--- src/rtl/joy_serializer.sv ---
// ---------------------------------------------------------------------------
// joy_serializer
//
// Transmitter end of the two-player serial joystick link. Emulates a
// parallel-in/serial-out shift-register chain polled by JOY_CLK / JOY_LOAD.
// While JOY_LOAD is low the chain continuously reloads from the two
// active-low joystick words. On each JOY_CLK rising edge it shifts one slot
// out on JOY_DATA, MSB first, and fills with ones.
//
// Ports:
//   clk12      - 12 MHz system clock
//   reset      - asynchronous, active-high reset
//   joy1/joy2  - 12-bit active-low button words (1 = released)
//   JOY_CLK    - serial shift clock from the poller (asynchronous)
//   JOY_LOAD   - active-low parallel load from the poller (asynchronous)
//   JOY_DATA   - serial data out (MSB of the shift register)
//   frame_done - one-cycle pulse when the last data slot has been shifted out
//   bit_cnt    - shifts since the last load, saturating at LEAD_BITS+24
// ---------------------------------------------------------------------------
module joy_serializer #(
    parameter int LEAD_BITS = 1
) (
    input  logic        clk12,
    input  logic        reset,
    input  logic [11:0] joy1,
    input  logic [11:0] joy2,
    input  logic        JOY_CLK,
    input  logic        JOY_LOAD,
    output logic        JOY_DATA,
    output logic        frame_done,
    output logic [4:0]  bit_cnt
);

    localparam int         SR_W    = LEAD_BITS + 24;
    localparam logic [4:0] CNT_MAX = 5'(SR_W);

    // Synchroniser chains; the extra JOY_CLK stage provides edge detection.
    logic clk_meta_q, clk_sync_q, clk_prev_q;
    logic load_meta_q, load_sync_q;

    logic [SR_W-1:0] sr_q, sr_d;
    logic [4:0]      bit_cnt_q, bit_cnt_d;
    logic            frame_done_q, frame_done_d;

    logic            clk_rise;
    logic [SR_W-1:0] load_image;

    // JOY_CLK idles low and JOY_LOAD idles high (not loading) out of reset,
    // so release from reset never produces a spurious shift or load.
    always_ff @(posedge clk12 or posedge reset) begin
        if (reset) begin
            clk_meta_q  <= 1'b0;
            clk_sync_q  <= 1'b0;
            clk_prev_q  <= 1'b0;
            load_meta_q <= 1'b1;
            load_sync_q <= 1'b1;
        end else begin
            clk_meta_q  <= JOY_CLK;
            clk_sync_q  <= clk_meta_q;
            clk_prev_q  <= clk_sync_q;
            load_meta_q <= JOY_LOAD;
            load_sync_q <= load_meta_q;
        end
    end

    assign clk_rise = clk_sync_q & ~clk_prev_q;

    // Lead slots are constant ones; the data slots follow the poller's
    // expected button order. Filling with '1 first covers the lead slots
    // for any LEAD_BITS, including zero.
    always_comb begin
        load_image       = '1;
        load_image[23:0] = {joy1[8], joy1[6], joy1[5:0],
                            joy2[8], joy2[6], joy2[5:0],
                            joy2[10], joy2[11], joy2[9], joy2[7],
                            joy1[10], joy1[11], joy1[9], joy1[7]};
    end

    // Load has priority over a coincident shift. Once the count saturates,
    // further shifts only push in more fill ones and never re-pulse
    // frame_done.
    always_comb begin
        sr_d         = sr_q;
        bit_cnt_d    = bit_cnt_q;
        frame_done_d = 1'b0;
        if (!load_sync_q) begin
            sr_d      = load_image;
            bit_cnt_d = 5'd0;
        end else if (clk_rise) begin
            sr_d = {sr_q[SR_W-2:0], 1'b1};
            if (bit_cnt_q != CNT_MAX) begin
                bit_cnt_d    = bit_cnt_q + 5'd1;
                frame_done_d = (bit_cnt_q == CNT_MAX - 5'd1);
            end
        end
    end

    always_ff @(posedge clk12 or posedge reset) begin
        if (reset) begin
            sr_q         <= '1;
            bit_cnt_q    <= 5'd0;
            frame_done_q <= 1'b0;
        end else begin
            sr_q         <= sr_d;
            bit_cnt_q    <= bit_cnt_d;
            frame_done_q <= frame_done_d;
        end
    end

    assign JOY_DATA   = sr_q[SR_W-1];
    assign frame_done = frame_done_q;
    assign bit_cnt    = bit_cnt_q;

endmodule

--- config.mk ---
export PLATFORM = sky130hd
export DESIGN_NAME = joy_serializer
export DESIGN_NICKNAME = d
export VERILOG_FILES = /design/src/rtl/joy_serializer.sv
export SDC_FILE = /design/constraint.sdc
export NUM_CORES = 1
export LEC_CHECK = 0
export CORE_AREA = 8 8 91 93
export DETAILED_ROUTE_END_ITERATION = 16
export DIE_AREA = 0 0 99 101
export PLACE_DENSITY = 0.41
export SETUP_SLACK_MARGIN = 0.4
export SYNTH_ARGS = -nofsm -noshare
export SYNTH_HDL_FRONTEND = slang
export SYNTH_SLANG_ARGS = --single-unit
--- constraint.sdc ---
create_clock -name clk12 -period 2.2 [get_ports clk12]
set_clock_uncertainty 0.15 [all_clocks]
set_input_delay 0.55 -clock clk12 [delete_from_list [all_inputs] [get_ports clk12]]
set_output_delay 0.55 -clock clk12 [all_outputs]
set_load 0.01 [all_outputs]
==> results.cfg, run 1 <==
[run_status]
outcome = finished, final reports clean

[min_path]
worstHoldPathType = flip-flop to flip-flop
hold_path_startpoint = clk_meta_q

[sta]
post-route-min-period_ns = 1.74
slew_headroom = 0.742
setup_viol = 0
fin_setup_tns_ns = 0
worst_pin_slew_ns = 0.382
rsz0062_at_grt = no
fmax_mhz = 574
post-route-period-util = 0.791
finalHoldViolCount = 0
drv_slew = 0

[route]
m1WireLength_um = 1830
drtPass1Iterations = 4
drcViolationCount = 0
wl_met3_um = 185
num_vias = 1308
drt-initial-drc-count = 38
viasPerCell = 4.39
top_layer = met4
drtAntennaViolNets = 0
drt_wl_total_um = 3810
wl_per_cell_um = 12.8
wl_met2_um = 1770

[global_route]
grt_pass1_wl_um = 6790
grt_usage = 0.0865
grt_antenna_before_repair = 0
overflow = 0
grt_start_max_net_pins = 37
grt_pass1_vias = 1414

[cts]
insertion_delay_ns = 0.29
path_clk_slew_ns = 0.07
cts_max_path_buffers = 2
cts-buffers-inserted = 5
tritoncts = done
cts_hold_buffers = 0
htree_levels = 2
clock_sinks = 36
cts_root_buf = clkbuf_8

[setup_path]
cpMaxStageDelayCell = dfstp_2
cpLargestDelayFamily = flip-flops
end_kind = output port
worst-path-max-fanout = 2
start_kind = flip-flop
critical_path_required_ns = 1.50
cpPeakStageDelay_ns = 0.53
timing_worst_setup_path_type = flip-flop to output port
crit_arrival_ns = 1.04
r2r_start = bit_cnt[1]
crit_start = sr_q[24]
worstPathCellList = clkdlybuf4s15_1
critPathBufInv = 1

[synthesis]
synth.avg_cell_area_sq_um = 9.24
ys_warn_count = 0
synth_cell_types = 24
syn-instance-count = 179
synthDominantCellAreaShare = 0.429
netlist_top_cells_area = dfstp_2, dfrtp_1, nand2_1
synth_seq_cells = 36
synth-seq-area-share = 0.565
synth.largest_area_cell = dfstp_2
synth_fp_nets = 210
syn-cell-area_sq_mm = 0.00165

[floorplan]
die_h_um = 101
num_io_pins = 35
num_rows = 31
die-area_sq_mm = 0.0100
chipWidth_um = 99
start_util = 0.238
core_area_sq_mm = 0.00694

[cells_and_area]
antenna_cells = 0
syn_to_final_growth_pct = 31.7
final_common_cell = nand2_1
final_cell_mix = nand2_1, clkdlybuf4s50_1, dfstp_2
nets = 246
drive_gt1_frac = 0.199
fillCellCount = 746

[flow_run]
max_cap_violations = 0

[pwr]
power_density_mw_per_mm2 = 688
vdd_drop_max_mv = 0.199
p_leak_nw = 0.943
p_total_mw = 1.50

[place]
port_buffers = 34
gp_congestion = 0.738
hpwl_um = 2470
-- state kept, by name, indices dropped and copies added, names as in the netlist --
signal,count
clk_prev_q,1
clk_sync_q,1
bit_cnt,5
clk_meta_q,1
frame_done,1
sr_q,25
load_sync_q,1
load_meta_q,1
-- cell type report --
cell class | instances | area (sq um) | area share
Sequential cell | 36 | 936 | 0.430
Clock buffer | 8 | 100 | 0.0460
Inverter | 4 | 15.0 | 0.00689
Tap cell | 82 | 103 | 0.0471
Multi-Input combinational cell | 127 | 627 | 0.288
Timing Repair Buffer | 41 | 398 | 0.183
-- per-stage QoR --
| step | cell area [sq um] | worst slack [ns] | hold WS [ns] | instances | utilization |
|---|---|---|---|---|---|
| after global placement | 2060 | 0.463 | 0.183 | 287 | 0.297 |
| after detailed placement | 2060 | 0.462 | 0.188 | 287 | 0.297 |
| final | 2180 | 0.459 | 0.203 | 298 | 0.314 |
| after floorplan | 1650 | 0.740 | 0.181 | 179 | - |
| after CTS | 2180 | 0.404 | 0.205 | 298 | 0.314 |
| after global routing | 2180 | 0.402 | 0.210 | 298 | 0.314 |
-- path summary, 6_finish.rpt --
| kind | to | slack [ns] | depth (start not counted) |
|---|---|---|---|
| setup / recovery | JOY_DATA | 0.46 | 1 |
| hold / removal | clk_sync_q | 0.20 | 0 |
| setup reg to reg | bit_cnt[0] | 0.64 | 5 |
| hold reg to reg | clk_sync_q | 0.20 | 0 |
| max in group asynchronous | sr_q[15] | 1.19 | 3 |
| min in group asynchronous | bit_cnt[3] | 0.45 | 3 |
-- cell usage after synthesis (all sizes together) --
cell type  count
nor2          25
mux2i          3
a21boi         1
buf            9
a21oi          2
nor4           1
o21bai         1
clkbuf         3
inv            4
o21ai          1
nand4          1
a31oi         23
nand2b         3
and2b          1
or3            1
dfstp         27
dfrtp          9
a41oi          1
nand2         56
nand3          4
ha             3
-- routing by layer --
| layer | up-vias | global-route usage |
|---|---|---|
| met5 | - | 0 |
| met2 | 29 | 0.133 |
| met3 | 2 | 0.0338 |
| met4 | 0 | 0.0354 |
| met1 | 615 | 0.106 |
| li1 | 662 | - |
-- cell families (layout without fill, tap and decap cells) --
group	count (synthesis)	after routing	synth area share
buf+inv	16	53	0.0560
flops	36	36	0.565
simple gates	92	92	0.228
mux	3	3	0.0182
fa+ha+maj	3	3	0.0227
compound gates	29	29	0.110
-- what timing repair did --
item,4_1_cts,5_1_grt
resized for setup,8,1
buffers inserted,3,0
endpoints found under the setup margin,7,1
-- power breakdown --
| part | internal (mW) | switching [mW] | leakage, nW | total [mW] |
|---|---|---|---|---|
| clock | 0.286 | 0.237 | 0.0515 | 0.523 |
| sequential | 0.751 | 0.0307 | 0.401 | 0.781 |
| combinational | 0.0980 | 0.0956 | 0.491 | 0.194 |
No activity file was read; power rests on OpenSTA's default activity.
==> run 2, diff against run 1 <==
--- a/config.mk
+++ b/config.mk
@@ -8,7 +8,7 @@
 export CORE_AREA = 8 8 91 93
 export DETAILED_ROUTE_END_ITERATION = 16
 export DIE_AREA = 0 0 99 101
-export PLACE_DENSITY = 0.41
+export PLACE_DENSITY = 0.43
 export SETUP_SLACK_MARGIN = 0.4
 export SYNTH_ARGS = -nofsm -noshare
 export SYNTH_HDL_FRONTEND = slang
==> constraint.sdc (replaced) <==
create_clock -name clk12 -period 1.6 [get_ports clk12]
set_clock_uncertainty 0.15 [all_clocks]
set_input_delay 0.4 -clock clk12 [delete_from_list [all_inputs] [get_ports clk12]]
set_output_delay 0.4 -clock clk12 [all_outputs]
set_load 0.01 [all_outputs]
==> run 2 against run 1 <==
Wire length is 15% higher. Clock power is 33% higher. Sequential power is 40% higher. Final cell count is 5.0% higher. First-iteration DRC count is 13% lower. Sequential cell count stayed put. Die area stayed put. Critical path type unchanged.
==> results.cfg, run 2 (same netlist as run 1, synthesis figures left out) <==
[pwr]
vdd_drop_max_mv = 0.385
seqPwrFrac = 0.496
p_sw_frac = 0.258
p_total_mw = 2.20
comb_power_share = 0.189
p_leak_nw = 1.12
p_switching_uw = 569
internal-power_mw = 1.64
pwr-share-clk = 0.316
power_density_mw_per_mm2 = 808

[cells_and_area]
final_area_sq_mm = 0.00273
antenna_cells = 0
final_common_cell = nand2_1
final_cells = 313
drive_gt1_frac = 0.506
nets = 262
utilization = 0.393
regMostFlops = sr_q
syn_to_final_growth_pct = 65.1
final_cell_mix = nand2_1, clkdlybuf4s50_1, dfstp_2
largest_reg_flops = 25
fillCellCount = 699

[sta]
fmax_mhz = 685
setup_viol = 0
rsz0062_at_grt = yes
finalHoldViolCount = 0
slew_headroom = 0.837
post-route-period-util = 0.912
drv_slew = 0
layout_setup_ws_ns = 0.141
holdWs_ns = 0.206
worst_pin_slew_ns = 0.245
post-route-min-period_ns = 1.46
fin_setup_tns_ns = 0

[min_path]
worstHoldPathType = flip-flop to flip-flop
hold_path_startpoint = clk_meta_q
min_path_cells = 0

[run_status]
outcome = finished, final reports clean

[floorplan]
core_area_sq_mm = 0.00694
start_util = 0.238
chipWidth_um = 99
num_io_pins = 35
die-area_sq_mm = 0.0100
die_h_um = 101
num_rows = 31

[setup_path]
crit_end = JOY_DATA
worstPathCellList = buf_6
crit_start = sr_q[24]
crit_arrival_ns = 0.91
cpPeakStageDelay_ns = 0.54
r2r_start = clk_prev_q
reg2regPathDepth = 4
r2r_slack_ns = 0.21
cp.depth = 1
timing_worst_setup_path_type = flip-flop to output port
worst-path-max-fanout = 2
cpMaxStageDelayCell = dfstp_2
cpLargestDelayFamily = flip-flops
end_kind = output port
r2r-end = sr_q[21]
critPathBufInv = 1
critical_path_required_ns = 1.05
start_kind = flip-flop

[place]
place_inst = 292
placed_area_sq_mm = 0.00213
gp_congestion = 0.700
hpwl_um = 2560
pre_cts_ws_ns = 0.0107
port_buffers = 34

[global_route]
overflow = 0
grt_antenna_before_repair = 0
grt_start_max_net_pins = 50
grt_pass1_wl_um = 7360
grt_usage = 0.0912
grt_pass1_vias = 1513

[cts]
cts_root_buf = clkbuf_8
tritoncts = done
path_clk_slew_ns = 0.07
cts_max_path_buffers = 2
cts-buffers-inserted = 5
clock_sinks = 36
insertion_delay_ns = 0.28
htree_levels = 2

[route]
wl_per_cell_um = 14.0
drt-initial-drc-count = 33
drcViolationCount = 0
num_vias = 1440
drt_wl_total_um = 4380
drtAntennaViolNets = 0
drtPass1Iterations = 4
viasPerCell = 4.60

[flow_run]
max_cap_violations = 0
run 2: changes by cell type in the layout (fill, tap and decap cells not counted), moves of 4 or more:
| cell | previous run | this run |
|---|---|---|
| nand2_2 | 0 | 16 |
| buf_6 | 0 | 14 |
| a31oi_2 | 0 | 4 |
| nand2_4 | 0 | 9 |
| a31oi_1 | 23 | 14 |
| dlygate4sd2_1 | 6 | 0 |
| nand2_1 | 56 | 31 |
| a31oi_4 | 0 | 5 |
run 2: routing by layer:
metal  wire length, um  part of all wire  up-vias  GRT usage
li1                  -                 -      697          -
met1              2080              0.47      709      0.119
met2              2050              0.47       28      0.140
met3               217             0.050        6     0.0297
met4                40            0.0091        0     0.0248
met5                 0                 0        -          0
run 2: power by group through the flow:
stage | combinational, mW | clock, mW | sequential, mW
4_1_cts | 0.345 | 0.717 | 1.08
3_5_place_dp | 0.290 | 0 | 1.08
3_3_place_gp | 0.290 | 0 | 1.08
6_report | 0.416 | 0.696 | 1.09
5_1_grt | 0.459 | 0.761 | 1.10
2_1_floorplan | 0.170 | 0 | 1.08
run 2: worst min-delay path by stage:
stage | end
after floorplan | clk_sync_q
final | clk_sync_q
after global routing | clk_sync_q
after detailed placement | clk_sync_q
after global placement | clk_sync_q
after CTS | clk_sync_q
run 2: cell type report:
| type | count | area [sq um] | share of cell area |
|---|---|---|---|
| Multi-Input combinational cell | 127 | 957 | 0.351 |
| Sequential cell | 36 | 935 | 0.342 |
| Timing Repair Buffer | 57 | 613 | 0.225 |
| Tap cell | 82 | 103 | 0.0376 |
| Clock buffer | 7 | 96.3 | 0.0353 |
| Inverter | 4 | 26.3 | 0.00962 |
run 2: repair_timing:
action / 4_1_cts / 5_1_grt
gates cloned: 2 / 0
buffers inserted: 6 / 6
hold buffers: 0 / 0
pin swaps: 38 / 21
resized for setup: 76 / 44
endpoints found under the setup margin: 38 / 38
